$ cat src/rtl/cn_ctrl_pkg.sv
// Shared constants and FSM encoding for the CN LUT iteration refresh controller.
`timescale 1ns/1ps
package cn_ctrl_pkg;

  localparam int DEF_CN_LOAD_CYCLE  = 32;
  localparam int DEF_ITER_ROM_GROUP = 25;
  localparam int DEF_MAX_ITER       = 50;
  localparam int DEF_PAGE_ADDR_BW   = 5;
  localparam int DEF_ITER_ADDR_BW   = 6;
  localparam int DEF_ROM_ADDR_BW    = 10;

  typedef enum logic [2:0] {
    ST_IDLE  = 3'd0,
    ST_FETCH = 3'd1,
    ST_FILL  = 3'd2,
    ST_WRITE = 3'd3,
    ST_DONE  = 3'd4
  } cn_state_e;

endpackage

$ cat src/rtl/cn_iter_update_ctrl_if.sv
// Decoder request / CN memory load bundle; master is the decoder side, slave the controller.
`timescale 1ns/1ps
interface cn_iter_update_ctrl_if
  import cn_ctrl_pkg::*;
#(
  parameter int PAGE_ADDR_BW = DEF_PAGE_ADDR_BW,
  parameter int ITER_ADDR_BW = DEF_ITER_ADDR_BW,
  parameter int ROM_ADDR_BW  = DEF_ROM_ADDR_BW
) ();

  logic                    update_req;
  logic                    decode_term;
  logic                    rom_port_fetch;
  logic [ROM_ADDR_BW-1:0]  rom_base_addr;
  logic                    iter_switch;
  logic                    wr_en;
  logic [PAGE_ADDR_BW-1:0] wr_page_addr;
  logic [ITER_ADDR_BW-1:0] iter_cnt;
  logic                    busy;
  logic                    update_done;
  logic                    all_iter_done;

  modport master (
    output update_req, decode_term,
    input  rom_port_fetch, rom_base_addr, iter_switch, wr_en, wr_page_addr,
           iter_cnt, busy, update_done, all_iter_done
  );

  modport slave (
    input  update_req, decode_term,
    output rom_port_fetch, rom_base_addr, iter_switch, wr_en, wr_page_addr,
           iter_cnt, busy, update_done, all_iter_done
  );

endinterface

$ cat src/rtl/cn_page_counter.sv
// CN memory page address counter: sync clear, enable, terminal-count flag at the last page.
`timescale 1ns/1ps
module cn_page_counter
  import cn_ctrl_pkg::*;
#(
  parameter int CN_LOAD_CYCLE = DEF_CN_LOAD_CYCLE,
  parameter int PAGE_ADDR_BW  = DEF_PAGE_ADDR_BW
) (
  input  logic                    clk,
  input  logic                    rst_n,
  input  logic                    en,
  input  logic                    clr,
  output logic [PAGE_ADDR_BW-1:0] count,
  output logic                    tc
);

  logic [PAGE_ADDR_BW-1:0] count_q;
  logic [PAGE_ADDR_BW-1:0] count_d;

  always_comb begin
    count_d = count_q;
    if (clr) begin
      count_d = '0;
    end else if (en) begin
      count_d = count_q + PAGE_ADDR_BW'(1);
    end
  end

  always_ff @(posedge clk or negedge rst_n) begin
    if (!rst_n) begin
      count_q <= '0;
    end else begin
      count_q <= count_d;
    end
  end

  assign count = count_q;
  assign tc    = (count_q == PAGE_ADDR_BW'(CN_LOAD_CYCLE - 1));

endmodule

$ cat src/rtl/cn_iter_update_ctrl.sv
// Sequences one CN LUT refresh per decoder request: ROM fetch, fill latency, page writes, done,
// and tracks the completed-iteration count that selects the IB-ROM group and base address.
`timescale 1ns/1ps
module cn_iter_update_ctrl
  import cn_ctrl_pkg::*;
#(
  parameter int CN_LOAD_CYCLE  = DEF_CN_LOAD_CYCLE,
  parameter int ITER_ROM_GROUP = DEF_ITER_ROM_GROUP,
  parameter int MAX_ITER       = DEF_MAX_ITER,
  parameter int PAGE_ADDR_BW   = DEF_PAGE_ADDR_BW,
  parameter int ITER_ADDR_BW   = DEF_ITER_ADDR_BW,
  parameter int ROM_ADDR_BW    = DEF_ROM_ADDR_BW
) (
  input  logic                  write_clk,
  input  logic                  rstn,
  cn_iter_update_ctrl_if.slave  bus
);

  cn_state_e               state_q, state_d;
  logic                    fill_cnt_q, fill_cnt_d;
  logic [ITER_ADDR_BW-1:0] iter_cnt_q, iter_cnt_d;
  logic                    iter_switch_q, iter_switch_d;
  logic [ROM_ADDR_BW-1:0]  rom_base_q, rom_base_d;

  logic                    all_done;
  logic                    start;
  logic                    grp_sel;
  logic [ITER_ADDR_BW-1:0] local_iter;
  logic [PAGE_ADDR_BW-1:0] page_addr;
  logic                    page_tc;
  logic                    page_en;
  logic                    page_clr;

  assign all_done   = (iter_cnt_q == ITER_ADDR_BW'(MAX_ITER));
  assign start      = (state_q == ST_IDLE) && (state_d == ST_FETCH);
  assign grp_sel    = (iter_cnt_q >= ITER_ADDR_BW'(ITER_ROM_GROUP));
  assign local_iter = grp_sel ? (iter_cnt_q - ITER_ADDR_BW'(ITER_ROM_GROUP)) : iter_cnt_q;

  always_ff @(posedge write_clk or negedge rstn) begin
    if (!rstn) begin
      state_q <= ST_IDLE;
    end else begin
      state_q <= state_d;
    end
  end

  // Termination outranks everything, including a request arriving in the same cycle.
  always_comb begin
    state_d = state_q;
    if (bus.decode_term) begin
      state_d = ST_IDLE;
    end else begin
      case (state_q)
        ST_IDLE:  if (bus.update_req && !all_done) state_d = ST_FETCH;
        ST_FETCH: state_d = ST_FILL;
        ST_FILL:  if (fill_cnt_q) state_d = ST_WRITE;
        ST_WRITE: if (page_tc) state_d = ST_DONE;
        ST_DONE:  state_d = ST_IDLE;
        default:  state_d = ST_IDLE;
      endcase
    end
  end

  always_comb begin
    bus.rom_port_fetch = 1'b1;
    bus.wr_en          = 1'b0;
    bus.busy           = 1'b1;
    bus.update_done    = 1'b0;
    case (state_q)
      ST_IDLE:  bus.busy           = 1'b0;
      ST_FETCH: bus.rom_port_fetch = 1'b0;
      ST_WRITE: bus.wr_en          = 1'b1;
      ST_DONE:  bus.update_done    = 1'b1;
      default:  ;
    endcase
  end

  // ROM group and base address are captured once per refresh so they hold from FETCH to DONE.
  always_comb begin
    fill_cnt_d    = (state_q == ST_FILL) && !fill_cnt_q;
    iter_cnt_d    = iter_cnt_q;
    iter_switch_d = iter_switch_q;
    rom_base_d    = rom_base_q;
    if (bus.decode_term) begin
      iter_cnt_d = '0;
    end else if ((state_q == ST_DONE) && !all_done) begin
      iter_cnt_d = iter_cnt_q + ITER_ADDR_BW'(1);
    end
    if (start) begin
      iter_switch_d = grp_sel;
      rom_base_d    = ROM_ADDR_BW'(local_iter) * ROM_ADDR_BW'(CN_LOAD_CYCLE);
    end
  end

  always_ff @(posedge write_clk or negedge rstn) begin
    if (!rstn) begin
      fill_cnt_q    <= 1'b0;
      iter_cnt_q    <= '0;
      iter_switch_q <= 1'b0;
      rom_base_q    <= '0;
    end else begin
      fill_cnt_q    <= fill_cnt_d;
      iter_cnt_q    <= iter_cnt_d;
      iter_switch_q <= iter_switch_d;
      rom_base_q    <= rom_base_d;
    end
  end

  // The page address is cleared only on the edge into WRITE and freezes at the last page written.
  assign page_clr = (state_q == ST_FILL) && (state_d == ST_WRITE);
  assign page_en  = (state_q == ST_WRITE) && !page_tc && !bus.decode_term;

  cn_page_counter #(
    .CN_LOAD_CYCLE (CN_LOAD_CYCLE),
    .PAGE_ADDR_BW  (PAGE_ADDR_BW)
  ) u_page_counter (
    .clk   (write_clk),
    .rst_n (rstn),
    .en    (page_en),
    .clr   (page_clr),
    .count (page_addr),
    .tc    (page_tc)
  );

  assign bus.rom_base_addr = rom_base_q;
  assign bus.iter_switch   = iter_switch_q;
  assign bus.wr_page_addr  = page_addr;
  assign bus.iter_cnt      = iter_cnt_q;
  assign bus.all_iter_done = all_done;

endmodule

$ cat src/flat_wrapper.sv
// flat-port wrapper written by rule: the top's interface ports become plain ports
module cn_iter_update_ctrl_flat import cn_ctrl_pkg::*;
#(
  parameter int CN_LOAD_CYCLE  = DEF_CN_LOAD_CYCLE,
  parameter int ITER_ROM_GROUP = DEF_ITER_ROM_GROUP,
  parameter int MAX_ITER       = DEF_MAX_ITER,
  parameter int PAGE_ADDR_BW   = DEF_PAGE_ADDR_BW,
  parameter int ITER_ADDR_BW   = DEF_ITER_ADDR_BW,
  parameter int ROM_ADDR_BW    = DEF_ROM_ADDR_BW
)
  (write_clk, rstn, bus_update_req, bus_decode_term, bus_rom_port_fetch, bus_rom_base_addr, bus_iter_switch, bus_wr_en, bus_wr_page_addr, bus_iter_cnt, bus_busy, bus_update_done, bus_all_iter_done);
  cn_iter_update_ctrl_if #(.PAGE_ADDR_BW(PAGE_ADDR_BW), .ITER_ADDR_BW(ITER_ADDR_BW), .ROM_ADDR_BW(ROM_ADDR_BW)) bus_i ();
  input  logic write_clk;
  input  logic rstn;
  input wire logic [$bits(bus_i.update_req)-1:0] bus_update_req;
  input wire logic [$bits(bus_i.decode_term)-1:0] bus_decode_term;
  output wire logic [$bits(bus_i.rom_port_fetch)-1:0] bus_rom_port_fetch;
  output wire logic [$bits(bus_i.rom_base_addr)-1:0] bus_rom_base_addr;
  output wire logic [$bits(bus_i.iter_switch)-1:0] bus_iter_switch;
  output wire logic [$bits(bus_i.wr_en)-1:0] bus_wr_en;
  output wire logic [$bits(bus_i.wr_page_addr)-1:0] bus_wr_page_addr;
  output wire logic [$bits(bus_i.iter_cnt)-1:0] bus_iter_cnt;
  output wire logic [$bits(bus_i.busy)-1:0] bus_busy;
  output wire logic [$bits(bus_i.update_done)-1:0] bus_update_done;
  output wire logic [$bits(bus_i.all_iter_done)-1:0] bus_all_iter_done;
  assign bus_i.update_req = bus_update_req;
  assign bus_i.decode_term = bus_decode_term;
  assign bus_rom_port_fetch = bus_i.rom_port_fetch;
  assign bus_rom_base_addr = bus_i.rom_base_addr;
  assign bus_iter_switch = bus_i.iter_switch;
  assign bus_wr_en = bus_i.wr_en;
  assign bus_wr_page_addr = bus_i.wr_page_addr;
  assign bus_iter_cnt = bus_i.iter_cnt;
  assign bus_busy = bus_i.busy;
  assign bus_update_done = bus_i.update_done;
  assign bus_all_iter_done = bus_i.all_iter_done;
  cn_iter_update_ctrl #(.CN_LOAD_CYCLE(CN_LOAD_CYCLE), .ITER_ROM_GROUP(ITER_ROM_GROUP), .MAX_ITER(MAX_ITER), .PAGE_ADDR_BW(PAGE_ADDR_BW), .ITER_ADDR_BW(ITER_ADDR_BW), .ROM_ADDR_BW(ROM_ADDR_BW)) u_core (.write_clk(write_clk), .rstn(rstn), .bus(bus_i));
endmodule
$ cat config.mk
export PLATFORM = sky130hd
export DESIGN_NAME = cn_iter_update_ctrl_flat
export DESIGN_NICKNAME = d
export VERILOG_FILES = /design/src/rtl/cn_ctrl_pkg.sv /design/src/rtl/cn_iter_update_ctrl_if.sv /design/src/rtl/cn_page_counter.sv /design/src/rtl/cn_iter_update_ctrl.sv /design/src/flat_wrapper.sv
export SDC_FILE = /design/constraint.sdc
export NUM_CORES = 1
export LEC_CHECK = 0
export ABC_AREA = 1
export BUFFER_PORTS_ARGS = -buffer_cell sky130_fd_sc_hd__buf_2
export CELL_PAD_IN_SITES_DETAIL_PLACEMENT = 0
export CELL_PAD_IN_SITES_GLOBAL_PLACEMENT = 1
export CORE_ASPECT_RATIO = 0.9
export CORE_UTILIZATION = 38
export DETAILED_ROUTE_END_ITERATION = 8
export PLACE_DENSITY = 0.78
export SYNTH_ARGS = -nofsm -noshare
export SYNTH_HDL_FRONTEND = slang
export SYNTH_SLANG_ARGS = --single-unit
$ cat constraint.sdc
create_clock -name write_clk -period 2 [get_ports write_clk]
set_input_delay 0 -clock write_clk [delete_from_list [all_inputs] [get_ports write_clk]]
set_output_delay 0 -clock write_clk [all_outputs]
set_load 0.01 [all_outputs]
==> results.cfg <==
[finish]
stdcell_count = 260
fin_util = 0.469
postLayoutCellArea_sq_um = 1620
antenna_cells = 0
area_growth_pct = 15.7
drive_above_1_share = 0.264
finalNetCount = 227

[routing]
wl_met3_um = 142
drc = 0
dr_wl_met2_um = 1330
drtIter0Drc = 38
wl_per_cell_um = 11.6
dr.pass1.iters = 4
routed_wl_um = 3020
postRouteAntennaNets = 0
vias_per_cell = 4.81
met1_length_um = 1510
top_layer = met4
num_vias = 1250

[die]
fp.dieW_um = 66.0
dieHeight_um = 59.6
die_area_sq_um = 3930
start_util = 0.405
rows = 20
boundaryPins = 31
core-area_sq_um = 3450

[yosys]
ys_ff_latch = 21
postSynthAreaPerCell_sq_um = 7.52
synth_cells = 186
netlist_top_cells_area = dfrtp_1 38%, nand2_1 14%, nand3_1 7.9%, inv_1 6.2%, ha_1 5.4%
ys_top_cells_by_count = 54 x nand2_1, 23 x inv_1, 22 x nand3_1
yosys.area.top_type = dfrtp_1
synthArstFlopShare = 1.00
synth_most_common_cell = nand2_1
yosys_warnings = 0
synthFlopType = dfrtp_1
yosysTopAreaCellShare = 0.376
synth-edff-count = 0
synth_area_sq_um = 1400
ys_seq_area_frac = 0.376
yosysUniqueCellTypes = 25

[timing]
min_period_over_period = 0.825
drv_slew = 0
finalSetupTns_ps = 0
fin_crit_ps = 1650
hold-worst-slack_ps = 15.5
setup_viol = 0
worst_slack_ps = 350
fmax_ghz = 0.606
rsz0062_at_grt = no
skew_ps = 3.09
hold_violations = 0

[power_and_ir_drop]
p_clk_frac = 0.295
pwr_density_cell_nw_per_um2 = 583
p_switching_mw = 0.286
irDropWorstVdd_v = 0.000347
power.leakage_nw = 0.959
pwr-share-comb = 0.200
p_seq_frac = 0.505
p_int_mw = 0.658
total_power_mw = 0.944
p_sw_frac = 0.303

[global_route]
gr-total-overflow = 0
gr-usage-all-layers = 0.176
grt_pass1_wl_um = 5130
grt_pass1_vias = 1088
grt_antenna_before_repair = 0
grt_max_degree = 22

[setup_path]
cpMostUsedCell = inv_1
crit_type = reg2reg
startpoint = u_core.u_page_counter.count[0]$_DFFE_PN0P_
r2r-start = u_core.u_page_counter.count[0]$_DFFE_PN0P_
cp-start-kind = flop
cp.required_ps = 2160
path_cells = ha_1, inv_1, nor3_1, ha_1, inv_1, nand3_2, clkinv_2, nand3_1, nand2_1, inv_2, nand2_1, inv_1
arrival_ps = 1810
slowest_delay_ps = 410
cp_slowest_cell = dfrtp_1
cp-end-kind = flop
worst-path-max-fanout = 5

[clocking]
cts.sinks = 21
ctsRootBufferMaster = clkbuf_8
clkLatencyLatePin_ps = 260
htreeDepth = 1
hold_buffers = 1
path_clk_slew_ps = 80
cts_tree = built
postCtsSetupBuffers = 0
cts_resized = 0
clockBufferDepth = 2
cts_buffers = 3

[place]
place_area_sq_um = 1560
gp_congestion = 0.820
place_hpwl_um = 2330
io_buffers = 25
dp.cells = 255
pre_cts_ws_ps = 353

[flow_run]
maxCapViolCount = 0

[outcome]
run_status = finished clean

[hold_path]
worstHoldStart = bus_decode_term
hold_class = in2reg
-- worst max-delay path, delay by kind of cell (launching register included) --
kind	cells	cell delay, ps
buffers and inverters	5	360
adder cells (fa/ha/maj)	2	390
AND/OR/NAND/NOR	5	390
flip-flops	1	410
-- layer usage --
layer,up-vias,track usage
li1,640,-
met1,575,0.256
met2,31,0.268
met3,4,0.0346
met4,0,0.0456
met5,-,0
-- power by group through the flow --
stage	clock network [mW]	registers (mW)	logic, mW
after detailed placement	0	0.486	0.189
after CTS	0.291	0.478	0.192
after global placement	0	0.484	0.187
after global routing	0.309	0.482	0.218
final	0.279	0.477	0.189
after floorplan	0	0.493	0.125
-- path summary, 6_finish.rpt --
kind                                                         endpoint  slack [ps]  depth (start not counted)
min in group asynchronous     u_core.bus.rom_base_addr[6]$_DFFE_PN0P_         240                          2
max                        u_core.u_page_counter.count[3]$_DFFE_PN0P_         350                         12
min                                       u_core.state_q[1]$_DFF_PN0_          20                          2
min reg2reg                               u_core.fill_cnt_q$_DFF_PN0_         440                          1
max in group asynchronous     u_core.bus.rom_base_addr[7]$_DFFE_PN0P_        1430                          2
max reg2reg                u_core.u_page_counter.count[3]$_DFFE_PN0P_         350                         12
-- cells by family after synthesis --
| group | after synthesis | synth area share |
|---|---|---|
| fa+ha+maj | 6 | 0.0537 |
| other cells | 1 | 0.00268 |
| xor+xnor | 3 | 0.0188 |
| buf+inv | 36 | 0.113 |
| flops | 21 | 0.376 |
| compound gates | 8 | 0.0394 |
| simple gates | 111 | 0.397 |
-- cell type report --
| class | count | area, sq um |
|---|---|---|
| inverter | 31 | 120 |
| clock buffer | 4 | 45.0 |
| fill | 357 | 1830 |
| multi-input combinational | 133 | 731 |
| timing repair buffer | 27 | 143 |
| tap | 44 | 55.1 |
| sequential | 21 | 526 |
-- sequential cells by signal, summed over array words and instances, names as in the netlist --
signal / flops
u_core.bus.iter_switch: 1
u_core.state_q: 3
u_core.bus.rom_base_addr: 5
u_core.fill_cnt_q: 1
u_core.bus.iter_cnt: 6
u_core.u_page_counter.count: 5
-- placed cells by master (no fill, tap or decap) --
cell type      count
o21ai_0            2
ha_1               6
dfrtp_1           21
clkinv_2           1
nor3_1             4
o21ai_1            4
nand2_1           54
inv_4              1
nand3_4            1
clkbuf_1           1
buf_2             25
buf_4              1
nor2_1             8
dlygate4sd3_1      1
nor2_2             3
nand2_2            9
nor2_4             3
conb_1             5
xor2_1             3
o21bai_4           1
a31oi_1            1
nand3_1           22
nand2_4            1
inv_1             23
inv_2              6
nand4_1            4
clkbuf_8           3
nand3_2            1
nand3b_4           1
Note: power is estimated with default switching activity, not from simulation.
